===== src/rtl/lsu_pkg.sv =====
// Shared types for the load/store unit: access sizes, fault codes, FSM states
// and the request fault classifier.
package lsu_pkg;

    typedef enum logic [1:0] {
        SZ_BYTE = 2'd0,
        SZ_HALF = 2'd1,
        SZ_WORD = 2'd2
    } size_e;

    typedef enum logic [1:0] {
        F_NONE     = 2'd0,
        F_MISALIGN = 2'd1,
        F_RANGE    = 2'd2,
        F_SIZE     = 2'd3
    } fault_e;

    typedef enum logic {
        IDLE  = 1'b0,
        MERGE = 1'b1
    } state_e;

    // Illegal size outranks misalignment, which outranks an out-of-range address.
    function automatic fault_e classify_fault(input logic [1:0] size,
                                              input logic [1:0] offset,
                                              input logic       out_of_range);
        fault_e code;
        code = F_NONE;
        if (size == 2'd3) begin
            code = F_SIZE;
        end else if ((size == SZ_HALF && offset[0]) ||
                     (size == SZ_WORD && offset != 2'd0)) begin
            code = F_MISALIGN;
        end else if (out_of_range) begin
            code = F_RANGE;
        end
        return code;
    endfunction

endpackage


===== src/rtl/lsu_lane_align.sv =====
// Little-endian lane steering: STORE=0 extracts and extends a load lane,
// STORE=1 merges a byte/half of lane_data into word_in.
module lsu_lane_align
    import lsu_pkg::*;
#(
    parameter bit STORE = 1'b0
) (
    input  logic [31:0] word_in,
    input  logic [31:0] lane_data,
    input  size_e       size,
    input  logic [1:0]  offset,
    input  logic        is_signed,
    output logic [31:0] word_out
);

    logic [7:0]  byte_sel;
    logic [15:0] half_sel;
    logic [31:0] loaded;
    logic [31:0] merged;

    always_comb begin
        byte_sel = word_in[{offset, 3'b000} +: 8];
        half_sel = word_in[{offset[1], 4'b0000} +: 16];

        case (size)
            SZ_BYTE: loaded = {{24{is_signed & byte_sel[7]}}, byte_sel};
            SZ_HALF: loaded = {{16{is_signed & half_sel[15]}}, half_sel};
            default: loaded = word_in;
        endcase

        merged = word_in;
        case (size)
            SZ_BYTE: merged[{offset, 3'b000} +: 8]     = lane_data[7:0];
            SZ_HALF: merged[{offset[1], 4'b0000} +: 16] = lane_data[15:0];
            default: merged = lane_data;
        endcase

        word_out = STORE ? merged : loaded;
    end

endmodule


===== src/rtl/load_store_unit.sv =====
// Byte-addressed load/store front end for a word-addressed data memory;
// sub-word stores become a read cycle followed by a MERGE write cycle.
module load_store_unit
    import lsu_pkg::*;
#(
    parameter int unsigned NUM_WORDS = 256,
    parameter int unsigned IDX_W     = $clog2(NUM_WORDS)
) (
    input  logic        clk,
    input  logic        rst,
    input  logic        req_valid,
    output logic        req_ready,
    input  logic        req_write,
    input  logic [1:0]  req_size,
    input  logic        req_signed,
    input  logic [31:0] req_addr,
    input  logic [31:0] req_wdata,
    output logic        load_valid,
    output logic [31:0] load_data,
    output logic        fault,
    output logic [1:0]  fault_code,
    output logic [31:0] fault_addr,
    output logic [31:0] mem_addr,
    output logic        mem_read,
    output logic        mem_write,
    output logic [31:0] mem_wdata,
    input  logic [31:0] mem_rdata
);

    state_e            state_q, state_d;
    logic              load_valid_q, load_valid_d;
    logic [31:0]       load_data_q, load_data_d;
    logic              fault_q, fault_d;
    fault_e            fault_code_q, fault_code_d;
    logic [31:0]       fault_addr_q, fault_addr_d;
    logic [31:0]       merge_q, merge_d;
    logic [IDX_W-1:0]  idx_q, idx_d;

    logic [IDX_W-1:0]  req_idx;
    fault_e            req_fault;
    logic              accept, do_load, do_store_word, do_store_sub;
    logic [31:0]       load_word, merge_word;

    assign req_idx       = req_addr[IDX_W+1:2];
    assign req_fault     = classify_fault(req_size, req_addr[1:0], |req_addr[31:IDX_W+2]);
    assign req_ready     = rst && (state_q == IDLE);
    assign accept        = req_valid && req_ready;
    assign do_load       = accept && (req_fault == F_NONE) && !req_write;
    assign do_store_word = accept && (req_fault == F_NONE) && req_write && (req_size == SZ_WORD);
    assign do_store_sub  = accept && (req_fault == F_NONE) && req_write && (req_size != SZ_WORD);

    lsu_lane_align #(.STORE(1'b0)) u_load_align (
        .word_in   (mem_rdata),
        .lane_data (req_wdata),
        .size      (size_e'(req_size)),
        .offset    (req_addr[1:0]),
        .is_signed (req_signed),
        .word_out  (load_word)
    );

    lsu_lane_align #(.STORE(1'b1)) u_store_align (
        .word_in   (mem_rdata),
        .lane_data (req_wdata),
        .size      (size_e'(req_size)),
        .offset    (req_addr[1:0]),
        .is_signed (1'b0),
        .word_out  (merge_word)
    );

    // Gating with rst drops a pending MERGE write the moment reset asserts.
    always_comb begin
        mem_read  = rst && (do_load || do_store_sub);
        mem_write = rst && ((state_q == MERGE) || do_store_word);
        mem_addr  = {{(32-IDX_W){1'b0}}, (state_q == MERGE) ? idx_q : req_idx};
        mem_wdata = (state_q == MERGE) ? merge_q : req_wdata;
    end

    always_comb begin
        // NOTE: every _d is defaulted before the case so no path can infer a latch.
        state_d      = state_q;
        load_valid_d = 1'b0;
        load_data_d  = load_data_q;
        fault_d      = 1'b0;
        fault_code_d = fault_code_q;
        fault_addr_d = fault_addr_q;
        merge_d      = merge_q;
        idx_d        = idx_q;

        case (state_q)
            IDLE: begin
                if (accept && req_fault != F_NONE) begin
                    fault_d      = 1'b1;
                    fault_code_d = req_fault;
                    fault_addr_d = req_addr;
                end else if (do_load) begin
                    load_valid_d = 1'b1;
                    load_data_d  = load_word;
                end else if (do_store_sub) begin
                    merge_d = merge_word;
                    idx_d   = req_idx;
                    state_d = MERGE;
                end
            end
            MERGE:   state_d = IDLE;
            default: state_d = IDLE;
        endcase
    end

    // NOTE: sequential state uses non-blocking assignments only.
    always_ff @(posedge clk or negedge rst) begin
        if (!rst) begin
            state_q      <= IDLE;
            load_valid_q <= 1'b0;
            load_data_q  <= '0;
            fault_q      <= 1'b0;
            fault_code_q <= F_NONE;
            fault_addr_q <= '0;
            merge_q      <= '0;
            idx_q        <= '0;
        end else begin
            state_q      <= state_d;
            load_valid_q <= load_valid_d;
            load_data_q  <= load_data_d;
            fault_q      <= fault_d;
            fault_code_q <= fault_code_d;
            fault_addr_q <= fault_addr_d;
            merge_q      <= merge_d;
            idx_q        <= idx_d;
        end
    end

    assign load_valid = load_valid_q;
    assign load_data  = load_data_q;
    assign fault      = fault_q;
    assign fault_code = fault_code_q;
    assign fault_addr = fault_addr_q;

endmodule


===== config.mk =====
export PLATFORM = sky130hd
export DESIGN_NAME = load_store_unit
export DESIGN_NICKNAME = d
export VERILOG_FILES = /design/src/rtl/lsu_pkg.sv /design/src/rtl/lsu_lane_align.sv /design/src/rtl/load_store_unit.sv
export SDC_FILE = /design/constraint.sdc
export NUM_CORES = 1
export LEC_CHECK = 0
export CAP_MARGIN = 40
export CORE_MARGIN = 2
export CORE_UTILIZATION = 45
export CTS_CLUSTER_DIAMETER = 30
export DETAILED_ROUTE_END_ITERATION = 12
export PLACE_DENSITY = 0.86
export SYNTH_ARGS = -nofsm -noshare
export SYNTH_HDL_FRONTEND = slang
export SYNTH_SLANG_ARGS = --single-unit

===== constraint.sdc =====
create_clock -name clk -period 2.4 [get_ports clk]
set_clock_uncertainty 0.05 [all_clocks]
set_input_delay 0.48 -clock clk [delete_from_list [all_inputs] [get_ports clk]]
set_output_delay 0.48 -clock clk [all_outputs]
set_load 0.05 [all_outputs]

==> flow_metrics.py <==
metrics = {
    "clock_network": {
        "cts_buffers": 9,
        "cts_max_level": 3,
        "root_buffer": "clkbuf_16",
        "cts.sinks": 109,
        "path_clk_slew_ns": 0.07,
        "cts_tree": "done",
        "insertion_delay_ns": 0.34,
        "clockBufferDepth": 2,
    },
    "layout": {
        "nets": 891,
        "syn_to_final_growth_pct": 45.8,
        "layout_common_cells": "clkdlybuf4s50_1 (145), dfrtp_1 (108), buf_4 (88)",
        "layout_commonest_cell": "clkdlybuf4s50_1",
        "drive_gt1_share_pct": 31.3,
        "antenna_cells": 0,
        "fin_area_sq_mm": 0.00929,
        "nFillCells": 1017,
    },
    "timing": {
        "tightest_slew_ns": 0.868,
        "min_period_ns": 2.43,
        "finalSetupTns_ns": -0.0322,
        "rsz0062_at_grt": "true",
        "period_share_pct": 101,
        "fin_ws_ns": -0.0322,
        "final_hold_viol_count": 0,
        "fmax_mhz": 411,
        "drv_slew": 0,
        "setup_viol": 1,
        "relSlewSlack_pct": 42.0,
    },
    "yosys": {
        "yosys_warnings": 0,
        "synthSimpleGateAreaFrac_pct": 8.33,
        "avgSynthCellArea_sq_um": 12.0,
        "syn_area_sq_mm": 0.00637,
        "synthAdderAreaFrac_pct": 0.785,
        "synth_top_family_by_area": "multiplexers",
        "synth_cell_types": 51,
        "synthCells": 532,
        "synth-seq-cells": 109,
        "seq_area_frac_synth_pct": 42.8,
        "synth.area.mux_share_pct": 28.5,
        "synth_compound_gate_area_share_pct": 12.4,
        "synth-xor-area-share_pct": 0,
    },
    "power": {
        "power_density_mw_per_mm2": 544,
        "vdd_ir_drop_max_mv": 0.440,
        "leakage_nw": 4.28,
        "finalPower_w": 0.00506,
    },
    "critical_path": {
        "end_kind": "primary output",
        "rr_startpoint": "state_q",
        "crit_end": "mem_read",
        "required_ns": 1.87,
        "crit_arrival_ns": 1.90,
        "r2r-end": "load_data[12]",
        "setup.reg_to_reg.worst_slack_ns": 0.50,
        "critPathLaunch": "req_valid",
        "cp_max_fo": 5,
        "reg2reg_depth": 6,
        "worstSetupPathType": "in -> out",
        "start_kind": "input pin",
    },
    "route": {
        "wire_per_inst_microns": 21.6,
        "drc": 0,
        "dr.pass1.iters": 5,
        "ant_nets": 0,
        "via_per_inst": 5.80,
        "vias": 5614,
        "drtIter0Drc": 625,
        "routed_wl_microns": 20900,
    },
    "floorplanning": {
        "die_h_microns": 123,
        "io_pins": 238,
        "die-area_sq_mm": 0.0151,
        "design.core.area_sq_mm": 0.0139,
        "start_util_pct": 45.9,
        "die_w_microns": 123,
        "rows": 43,
    },
    "status": {
        "outcome": "finished, violations left",
        "violations": "negative setup slack",
    },
    "global_route": {
        "grt_max_degree": 60,
        "grt_pass1_wl_microns": 31700,
        "grtUsageTotal_pct": 27.8,
        "globalRouteOverflowTotal": 0,
        "antenna_found_initial": 0,
        "grt.busiest_layer": "met2",
        "use_met3_pct": 7.66,
        "grt_pass1_vias": 5843,
        "grtUsageMet1_pct": 32.9,
        "met2_usage_pct": 45.8,
    },
    "place": {
        "globalplace.congestion": 0.964,
        "io_buffers": 213,
        "dp_hpwl_microns": 16200,
        "dpl_cell_area_sq_mm": 0.00897,
    },
    "min_path": {
        "hold_class": "in -> async",
    },
    "flow_run": {
        "drv_cap": 0,
    },
}
layout make-up:
type / instances / area (sq um) / area share, %
Multi-Input combinational cell: 371 / 3320 / 35.8
Sequential cell: 109 / 2730 / 29.4
Timing Repair Buffer: 278 / 2650 / 28.6
Clock buffer: 12 / 256 / 2.76
Tap cell: 180 / 225 / 2.42
Inverter: 15 / 56.3 / 0.606
Clock inverter: 3 / 45.0 / 0.485
through the flow:
stage	utilization, %	setup slack [ns]	std cells	hold WS (ns)
final	66.9	-0.0322	968	0.271
after global placement	64.6	-0.385	943	0.413
after CTS	67.0	0.00640	963	0.297
after global routing	66.9	-0.0900	968	0.346
after detailed placement	64.6	-0.441	943	0.424
after floorplan	-	-0.122	555	0.134
sequential cells by signal (all words and copies together), names as in the netlist:
signal,count
fault,1
fault_addr,32
fault_code,2
idx_q,8
load_data,32
load_valid,1
merge_q,32
state_q,1
kinds of logic after synthesis:
logic type      after synthesis
flops                       109
simple gates                 78
compound gates              102
other cells                   1
mux                         163
buf+inv                      75
fa+ha+maj                     4
metal layers:
layer | part of all wire [%] | vias to the layer above
met3 | 9.8 | 63
li1 | - | 2451
met2 | 48 | 354
met5 | 0 | -
met4 | 4.4 | 0
met1 | 38 | 2746
power by group:
part,internal (W),switching (W),leakage [nW]
combinational,0.000605,0.000966,2.73
clock,0.000862,0.000658,0.141
sequential,0.00192,0.0000465,1.40
total,0.00339,0.00167,4.28
timing repair:
action	CTS	global route
hold buffers	0	0
setup buffers	5	3
gates resized for setup	45	15
endpoints found under the setup margin	65	15
pin swaps	9	2
worst min-delay path by stage:
stage	from	end	slack, ns
finish	rst	idx_q[7]	0.27
floorplan	rst	fault	0.13
detailed placement	idx_q[0]	idx_q[0]	0.42
CTS	rst	fault_addr[4]	0.30
global placement	idx_q[2]	idx_q[2]	0.41
global route	rst	fault_addr[16]	0.35
Yosys cell counts, drive strengths merged:
cell,instances,share of area (%)
nor4,9,2.5
inv,15,0.88
mux2,136,24
a22o,10,1.4
nand3,1,0.078
nand4bb,1,0.18
a32oi,8,1.1
o21a,1,0.12
mux4,1,0.35
a22oi,8,0.94
a222oi,7,1.1
buf,47,5.5
nor3,6,0.47
dfrtp,109,43
a311o,1,0.16
clkbuf,13,0.77
nor2b,6,0.59
and2,2,0.20
o21bai,1,0.12
o21ai,34,2.7
and3,2,0.20
nor4b,1,0.37
ha,4,0.79
o22a,1,0.14
mux2i,26,4.1
and2b,1,0.12
nand3b,1,0.12
or3b,1,0.14
nand2,27,1.6
o211ai,2,0.31
o221a,1,0.18
nor2,12,0.71
a2111oi,1,0.14
o22ai,1,0.098
o221ai,1,0.14
nand2b,4,0.39
nor3b,1,0.12
conb,1,0.059
nand4,2,0.43
a221o,23,3.6
a21oi,2,0.16
or2,1,0.098
worst max-delay path, stage by stage:
cell	delay, ns
clkdlybuf4s50_1	0.55
nand2_2	0.13
buf_4	0.17
a2111oi_4	0.38
buf_12	0.19
(Power assumes the default switching activity.)
